**config.mk**
```make
export PLATFORM = sky130hd
export DESIGN_NAME = instr_cache_flat
export DESIGN_NICKNAME = d
export VERILOG_FILES = /design/src/rtl/instr_cache_if.sv /design/src/rtl/instr_cache.sv /design/src/flat_wrapper.sv
export SDC_FILE = /design/constraint.sdc
export NUM_CORES = 1
export LEC_CHECK = 0
export ABC_AREA = 1
export BUFFER_PORTS_ARGS = -buffer_cell sky130_fd_sc_hd__buf_4
export CORE_MARGIN = 2
export CORE_UTILIZATION = 38
export DETAILED_ROUTE_END_ITERATION = 8
export GPL_ROUTABILITY_DRIVEN = 0
export HOLD_SLACK_MARGIN = 0.1
export MAX_ROUTING_LAYER = met4
export PLACE_DENSITY_LB_ADDON = 0.3
export SLEW_MARGIN = 20
export SYNTH_ARGS = -nofsm -noshare
export SYNTH_HDL_FRONTEND = slang
export SYNTH_SLANG_ARGS = --single-unit
```
**constraint.sdc**
```tcl
create_clock -name CLK -period 13.8 [get_ports CLK]
set_input_delay 2.76 -clock CLK [delete_from_list [all_inputs] [get_ports CLK]]
set_output_delay 2.76 -clock CLK [all_outputs]
set_load 0.01 [all_outputs]
```
**src/rtl/instr_cache_if.sv**
```systemverilog
// Fetch-port and instruction-memory signals of the instruction cache.
// The cache uses the slave modport; the CPU/memory environment uses master.
interface instr_cache_if;
  logic [31:0]  PC;
  logic [31:0]  INSTRUCTION;
  logic         BUSYWAIT;
  logic         MEM_READ;
  logic [5:0]   MEM_ADDRESS;
  logic [127:0] MEM_READDATA;
  logic         MEM_BUSYWAIT;

  modport slave (
    input  PC, MEM_READDATA, MEM_BUSYWAIT,
    output INSTRUCTION, BUSYWAIT, MEM_READ, MEM_ADDRESS
  );

  modport master (
    output PC, MEM_READDATA, MEM_BUSYWAIT,
    input  INSTRUCTION, BUSYWAIT, MEM_READ, MEM_ADDRESS
  );
endinterface

```
**src/rtl/instr_cache.sv**
```systemverilog
// Direct-mapped read-only instruction cache: 8 blocks x 4 words x 32 bits.
// Hits are combinational; misses stall via BUSYWAIT while a block is fetched.
module instr_cache (
  input  logic          CLK,
  input  logic          RESET,
  instr_cache_if.slave  bus
);
  typedef enum logic {IDLE, FETCH} state_t;

  state_t       state_q, state_d;
  logic [7:0]   valid_q, valid_d;
  logic         mem_read_q, mem_read_d;
  logic [5:0]   mem_addr_q, mem_addr_d;
  logic [2:0]   tag_q  [8];
  logic [127:0] data_q [8];

  logic [1:0] pc_offset;
  logic [2:0] pc_index;
  logic [2:0] pc_tag;
  logic       hit;
  logic       fill_we;
  logic       unused_pc_bits;

  assign pc_offset      = bus.PC[3:2];
  assign pc_index       = bus.PC[6:4];
  assign pc_tag         = bus.PC[9:7];
  assign unused_pc_bits = ^{bus.PC[31:10], bus.PC[1:0]};

  always_comb begin
    hit        = valid_q[pc_index] && (tag_q[pc_index] == pc_tag);
    state_d    = state_q;
    valid_d    = valid_q;
    mem_read_d = mem_read_q;
    mem_addr_d = mem_addr_q;
    fill_we    = 1'b0;
    case (state_q)
      IDLE: begin
        if (!hit) begin
          state_d    = FETCH;
          mem_read_d = 1'b1;
          mem_addr_d = {pc_tag, pc_index};
        end
      end
      FETCH: begin
        // Fill targets the latched address, so a PC change mid-fetch is harmless.
        if (!bus.MEM_BUSYWAIT) begin
          fill_we                  = 1'b1;
          valid_d[mem_addr_q[2:0]] = 1'b1;
          state_d                  = IDLE;
          mem_read_d               = 1'b0;
          mem_addr_d               = '0;
        end
      end
      default: state_d = IDLE;
    endcase
  end

  always_comb begin
    bus.MEM_READ    = mem_read_q;
    bus.MEM_ADDRESS = mem_addr_q;
    // Valid bits clear asynchronously, so hit is already low under reset.
    bus.BUSYWAIT    = !RESET && ((state_q == FETCH) || !hit);
    bus.INSTRUCTION = '0;
    if (state_q == IDLE && hit)
      bus.INSTRUCTION = data_q[pc_index][{pc_offset, 5'b0} +: 32];
  end

  always_ff @(posedge CLK or posedge RESET) begin
    if (RESET) begin
      state_q    <= IDLE;
      valid_q    <= '0;
      mem_read_q <= 1'b0;
      mem_addr_q <= '0;
    end else begin
      state_q    <= state_d;
      valid_q    <= valid_d;
      mem_read_q <= mem_read_d;
      mem_addr_q <= mem_addr_d;
    end
  end

  // Reset forces state to IDLE, which keeps fill_we low and aborts any fill.
  always_ff @(posedge CLK) begin
    if (fill_we) begin
      data_q[mem_addr_q[2:0]] <= bus.MEM_READDATA;
      tag_q[mem_addr_q[2:0]]  <= mem_addr_q[5:3];
    end
  end
endmodule

```
**src/flat_wrapper.sv**
```systemverilog
// flat-port wrapper written by rule: the top's interface ports become plain ports
module instr_cache_flat 
  (CLK, RESET, bus_PC, bus_MEM_READDATA, bus_MEM_BUSYWAIT, bus_INSTRUCTION, bus_BUSYWAIT, bus_MEM_READ, bus_MEM_ADDRESS);
  instr_cache_if bus_i ();
  input  logic CLK;
  input  logic RESET;
  input wire logic [$bits(bus_i.PC)-1:0] bus_PC;
  input wire logic [$bits(bus_i.MEM_READDATA)-1:0] bus_MEM_READDATA;
  input wire logic [$bits(bus_i.MEM_BUSYWAIT)-1:0] bus_MEM_BUSYWAIT;
  output wire logic [$bits(bus_i.INSTRUCTION)-1:0] bus_INSTRUCTION;
  output wire logic [$bits(bus_i.BUSYWAIT)-1:0] bus_BUSYWAIT;
  output wire logic [$bits(bus_i.MEM_READ)-1:0] bus_MEM_READ;
  output wire logic [$bits(bus_i.MEM_ADDRESS)-1:0] bus_MEM_ADDRESS;
  assign bus_i.PC = bus_PC;
  assign bus_i.MEM_READDATA = bus_MEM_READDATA;
  assign bus_i.MEM_BUSYWAIT = bus_MEM_BUSYWAIT;
  assign bus_INSTRUCTION = bus_i.INSTRUCTION;
  assign bus_BUSYWAIT = bus_i.BUSYWAIT;
  assign bus_MEM_READ = bus_i.MEM_READ;
  assign bus_MEM_ADDRESS = bus_i.MEM_ADDRESS;
  instr_cache u_core (.CLK(CLK), .RESET(RESET), .bus(bus_i));
endmodule
```
Yosys cells after proc, flatten, opt, wreduce, memory -nomap -nowiden

Memory sizes are Yosys's and may differ from the RTL's.
Index checks and enable logic that the tools add are counted.

Register bits after elaboration: 16
RAM bits: 1048
Input port bits: 163
Output and inout bits: 40
Word-level logic and storage cells: 43
Memories: 2

Order comparisons: 3
Eq/ne operators: 3
Shift-type cells: 1
Muxes and demuxes: 18
Bitwise gates (word level): 3
Reduce and logical (&&, ||, !) cells: 9

Memories:

| memory        | words | bits a word | read ports | clocked after Yosys merged registers in | wr ports | line              | RTL |
|---|---|---|---|---|---|---|---|
| u_core.data_q | 8     | 128         | 1          | 0                                       | 1        | instr_cache.sv:15 | `logic [127:0] data_q [8];` |
| u_core.tag_q  | 8     | 3           | 1          | 0                                       | 1        | instr_cache.sv:14 | `logic [2:0] tag_q [8];` |

Operators with widths:

| kind                                                              | count |
|---|---|
| indexed part select 128 x 8 -> 32 bit                             | 1 |
| two-way mux 32 bit                                                | 1 |
| two-way mux 6 bit                                                 | 2 |
| one-hot mux 6 bit (2 select lines)                                | 1 |
| two-way mux 1 bit                                                 | 10 |
| less-than comparator 3 x 4 -> 1 bit, second input constant        | 2 |
| bitwise OR 8 bit                                                  | 1 |
| logical AND 1 bit                                                 | 4 |
| != test 2 bit, second input constant                              | 2 |
| one-hot mux 1 bit (2 select lines)                                | 2 |
| AND reduction 2 bit                                               | 2 |
| binary-select mux 1 bit (select 3 bit)                            | 1 |
| demux 1 bit (select 3 bit)                                        | 1 |
| == test 3 bit                                                     | 1 |
| greater-or-equal comparator 3 x 1 -> 1 bit, second input constant | 1 |
| logical NOT 1 bit                                                 | 2 |
| inverter 1 bit                                                    | 2 |
| logical OR 1 bit                                                  | 1 |

Longest topological paths before layout

Depth after elaboration: 6
Depth in mapped cells: 15
Depth with buffers taken out: 13

Least setup slack after synthesis

No wires, ideal clock.

Path kind: input-to-reg
From: input bus_MEM_BUSYWAIT
To: register u_core.valid_q[0]
Library setup time: 0.100 ns
Data arrival time: 9.419 ns
Data required time: 13.700 ns
Path slack: 4.282 ns
Stages on the path: 5
Path buffers: 0
Path through: nor2_1 inv_1 or2_2 nor2_1 or2_2

Word-level cells in the longest chain between the ends: 2

Ends and longest elaborated chain:

| element                       | line              | RTL |
|---|---|---|
| from (decl)                   | flat_wrapper.sv:9 | `input wire logic [$bits(bus_i.MEM_BUSYWAIT)-1:0] bus_MEM_BUSYWAIT;` |
| inverter 1 bit (no line)      | n/a               |  |
| AND reduction 2 bit (no line) | n/a               |  |
| to (signal assigned)          | instr_cache.sv:76 | `valid_q <= valid_d;` |
| to (decl)                     | instr_cache.sv:11 | `logic [7:0] valid_q, valid_d;` |

No other way between the ends.
A chain may end at the register's enable or synchronous reset.

Final worst setup path

From: input bus_PC[5]
To: output bus_INSTRUCTION[4]

Word-level cells in the longest chain between the ends: 5
Elaborated cells between the ends (all ways): 9
Classes of those cells: eq/ne (1); shift (1); mux (3); reduce/logical (2); memory (2)

Ends and longest elaborated chain:

| element                                                                           | line               | RTL |
|---|---|---|
| from (decl)                                                                       | flat_wrapper.sv:7  | `input wire logic [$bits(bus_i.PC)-1:0] bus_PC;` |
| parallel branches: the longest is 4 deep, another holds memory read (8 x 128 bit) | n/a                |  |
| two-way mux 32 bit *                                                              | instr_cache.sv:64  | `if (state_q == IDLE && hit)` |
| to (decl)                                                                         | flat_wrapper.sv:10 | `output wire logic [$bits(bus_i.INSTRUCTION)-1:0] bus_INSTRUCTION;` |

Mark *: on every way between the ends. The select of a mux whose other input is x is not followed.

==> impl_metrics.csv <==
group,metric,value,unit
sta,rsz0062_at_grt,"false",
synthesis,synth_fp_nets,3452,
worst_setup_path,crit_path_top_delay_cell,"buf_4",
worst_setup_path,crit_fanout,88,
sta,setup_viol,0,
synthesis,synth_top_family_by_area,"simple AND/OR/NAND/NOR gates",
synthesis,synth.cell_area,42400,um2
min_path,min-delay-start,"u_core.valid_q[1]",
placed_design,hpwlAfterDp,59600,um
clocking,cts_tree,"done",
floorplan,io_pins,203,
global_routing,antenna_found_initial,25,
worst_setup_path,r2r_end,"u_core.data_q[4][89]",
worst_setup_path,worst-path-buf-inv,5,
min_path,holdPathEnd,"u_core.valid_q[1]",
detailed_routing,via_per_inst,5.32,
sta,fin_crit,9.40,ns
worst_setup_path,cp_top_family,"buffers and inverters",
run_status,outcome,"finished clean",
synthesis,synth-xor-area-share,0,%
global_routing,globalRouteOverflowTotal,0,
min_path,hold_path_class,"flop to flop",
worst_setup_path,start_kind,"input port",
detailed_routing,drc,0,
floorplan,start_util,38.3,%
worst_setup_path,crit_top_cell,"buf_4",
sta,fmaxAchievable,106,MHz
synthesis,synthAdderAreaFrac,0,%
sta,tightest_slew,1.04,ns
power_and_ir_drop,vdd_drop_max,0.000115,V
worst_setup_path,crit_type,"input port to output port",
power_and_ir_drop,leakagePower,16.6,nW
global_routing,grt_pass1_vias,24500,
layout,postLayoutCoreUtil,43.6,%
clocking,cts-resized-gates,0,
layout,nets,3551,
clocking,clock_path_buffers,3,
synthesis,synth_simple_gate_area_share,13.4,%
sta,fin_ws,4.40,ns
synthesis,yosys-mux-area-fraction,0,%
clocking,cts.root.buffer_cell,"clkbuf_16",
worst_setup_path,r2r_slack,10.44,ns
synthesis,synth_cell_type_count,29,
clocking,cts_num_sinks,1064,
synthesis,synth_seq_cells,1064,
worst_setup_path,end_kind,"output port",
clocking,cts-hold-fix-buffers,0,
floorplan,die_area,114000,um2
clocking,cts_buffers,110,
global_routing,track_usage,20.4,%
worst_setup_path,critPathMaxStageDelay,0.83,ns
detailed_routing,first_pass_iters,5,
detailed_routing,final_antenna_net_count,0,
clocking,post_cts_buffers,0,
worst_setup_path,arrival,6.64,ns
detailed_routing,avgRoutedWirePerCell,23.0,um
detailed_routing,vias,26500,
sta,hold_viol_final,0,
synthesis,ys_warn_count,0,
sta,fin_skew,0.0198,ns
clocking,path_clk_slew,0.06,ns
sta,slew_headroom,30.7,%
min_path,hold_depth,1,
synthesis,synthCells,3289,
worst_setup_path,r2r_cells,7,
floorplan,die_x,338,um
floorplan,rows,122,
power_and_ir_drop,powerDensity,145,nW/um2
sta,whs,0.470,ns
global_routing,grt_start_max_net_pins,225,
placed_design,portBuffers,178,
layout,area_growth_syn_to_layout,13.7,%
global_routing,grt_pass1_wl,167000,um
synthesis,synth.avg_cell_area,12.9,um2
clocking,clk_latency,0.66,ns
worst_setup_path,required,11.04,ns
sta,fin_setup_tns,0,ns
detailed_routing,drtIter0Drc,2451,
sta,fin_crit_sh,68.1,%
clocking,h-tree-depth,3,
synthesis,synth-compound-area-share,8.47,%
floorplan,core_area,111000,um2
sta,drv_slew,0,
detailed_routing,wl,115000,um
floorplan,die_h,338,um
layout,drive_gt1_share,11.9,%
power_and_ir_drop,p_total,7.00,mW
synthesis,ys_seq_area_share,75.1,%
worst_setup_path,timing.rr.start,"u_core.state_q",
placed_design,preCtsSetupSlack,4.43,ns
worst_setup_path,path_cells,"buf_8, inv_8, buf_4, buf_4, a21oi_1, a22oi_1, o21ai_0, nand2_1, nand3_1, a21oi_2, buf_4",
job,maxCapViolCount,0,
==> state kept, by name, summed over array words and instances, names as in the netlist <==
signal and flops:
u_core.bus.MEM_ADDRESS 6, u_core.bus.MEM_READ 1, u_core.tag_q 24, u_core.valid_q 8, u_core.state_q 1, u_core.data_q 1024
==> worst reg2reg max path, delay by kind of cell (launching register included) <==
family | cells | cell delay, ns
buffers and inverters | 4 | 1.70
flip-flops | 1 | 0.33
AND/OR/NAND/NOR | 3 | 0.91
==> layout make-up <==
cell class	instances	area [um2]
Antenna cell	23	57.6
Clock buffer	134	2840
Clock inverter	66	403
Fill cell	9980	62400
Inverter	35	158
Multi-Input combinational cell	1963	9320
Sequential cell	1064	31900
Tap cell	1488	1860
Timing Repair Buffer	214	1730
==> cells in the final DEF, fill, tap and decap left out, drive strengths merged <==
cell type  netlist  final
bufinv           0      3
clkinvlp         0      5
a21oi          388    388
a31oi            1      1
a22oi          160    160
nand3b           1      1
o21ai           52     52
clkbuf          41    134
or2              9      9
inv             34     38
dfrtp           16     16
o221ai           7      7
buf            186    214
o22ai            1      1
edfxtp        1048   1048
nor2            30     30
clkinv           1     55
o211ai           1      1
diode            0     23
nand3          418    418
nand2          895    895
==> logic make-up (layout without fill, tap and decap cells) <==
logic type / Yosys count / count (layout)
and+or+nand+nor: 1353 / 1353
DFF: 1064 / 1064
AOI/OAI and AO/OA: 610 / 610
buffers and inverters: 262 / 449
other: 0 / 23
==> cell usage after synthesis, drive strengths merged <==
| cell type | instances | share of area (%) |
|---|---|---|
| edfxtp | 1048 | 74 |
| nand2 | 895 | 7.9 |
| nand3 | 418 | 5.0 |
| a21oi | 388 | 4.8 |
| buf | 186 | 2.3 |
| a22oi | 160 | 2.8 |
| o21ai | 52 | 0.61 |
| clkbuf | 41 | 0.37 |
| inv | 34 | 0.31 |
| nor2 | 30 | 0.31 |
| dfrtp | 16 | 0.94 |
| or2 | 9 | 0.13 |
| o221ai | 7 | 0.14 |
| a31oi | 1 | 0.015 |
| clkinv | 1 | 0.0088 |
| nand3b | 1 | 0.018 |
| o211ai | 1 | 0.018 |
| o22ai | 1 | 0.015 |
==> routing by layer <==
layer	share of wire, %	up-vias	global-route usage, %	wire length, um
met1	43	13100	28.0	49600
met2	46	972	30.1	52400
met4	2.8	0	6.42	3240
li1	-	12300	-	-
met3	8.4	155	4.69	9580
met5	0	-	-	0
==> metrics by stage <==
stage               std cells  cell area, um2
finish                   4987           48200
global route             4986           48200
CTS                      4964           48200
detailed placement       4764           44900
global placement         4764           44900
floorplan                3289           42400
==> where the power goes <==
part           switching, mW  leakage [nW]  internal, mW
clock network           1.20          1.58          1.51
logic                  0.400          5.36         0.148
registers             0.0354          9.67          3.71
==> worst max-delay path by stage <==
| stage | from | to | slack, ns | cells after the start |
|---|---|---|---|---|
| after floorplan | bus_MEM_BUSYWAIT | u_core.valid_q[0] | 4.28 | 5 |
| after global placement | bus_PC[5] | bus_INSTRUCTION[4] | 4.42 | 11 |
| after detailed placement | bus_PC[5] | bus_INSTRUCTION[4] | 4.43 | 11 |
| after CTS | bus_PC[5] | bus_INSTRUCTION[4] | 4.42 | 11 |
| after global routing | bus_PC[5] | bus_INSTRUCTION[4] | 4.17 | 11 |
| final | bus_PC[5] | bus_INSTRUCTION[4] | 4.40 | 11 |
Note: power is estimated with default switching activity, not from simulation.
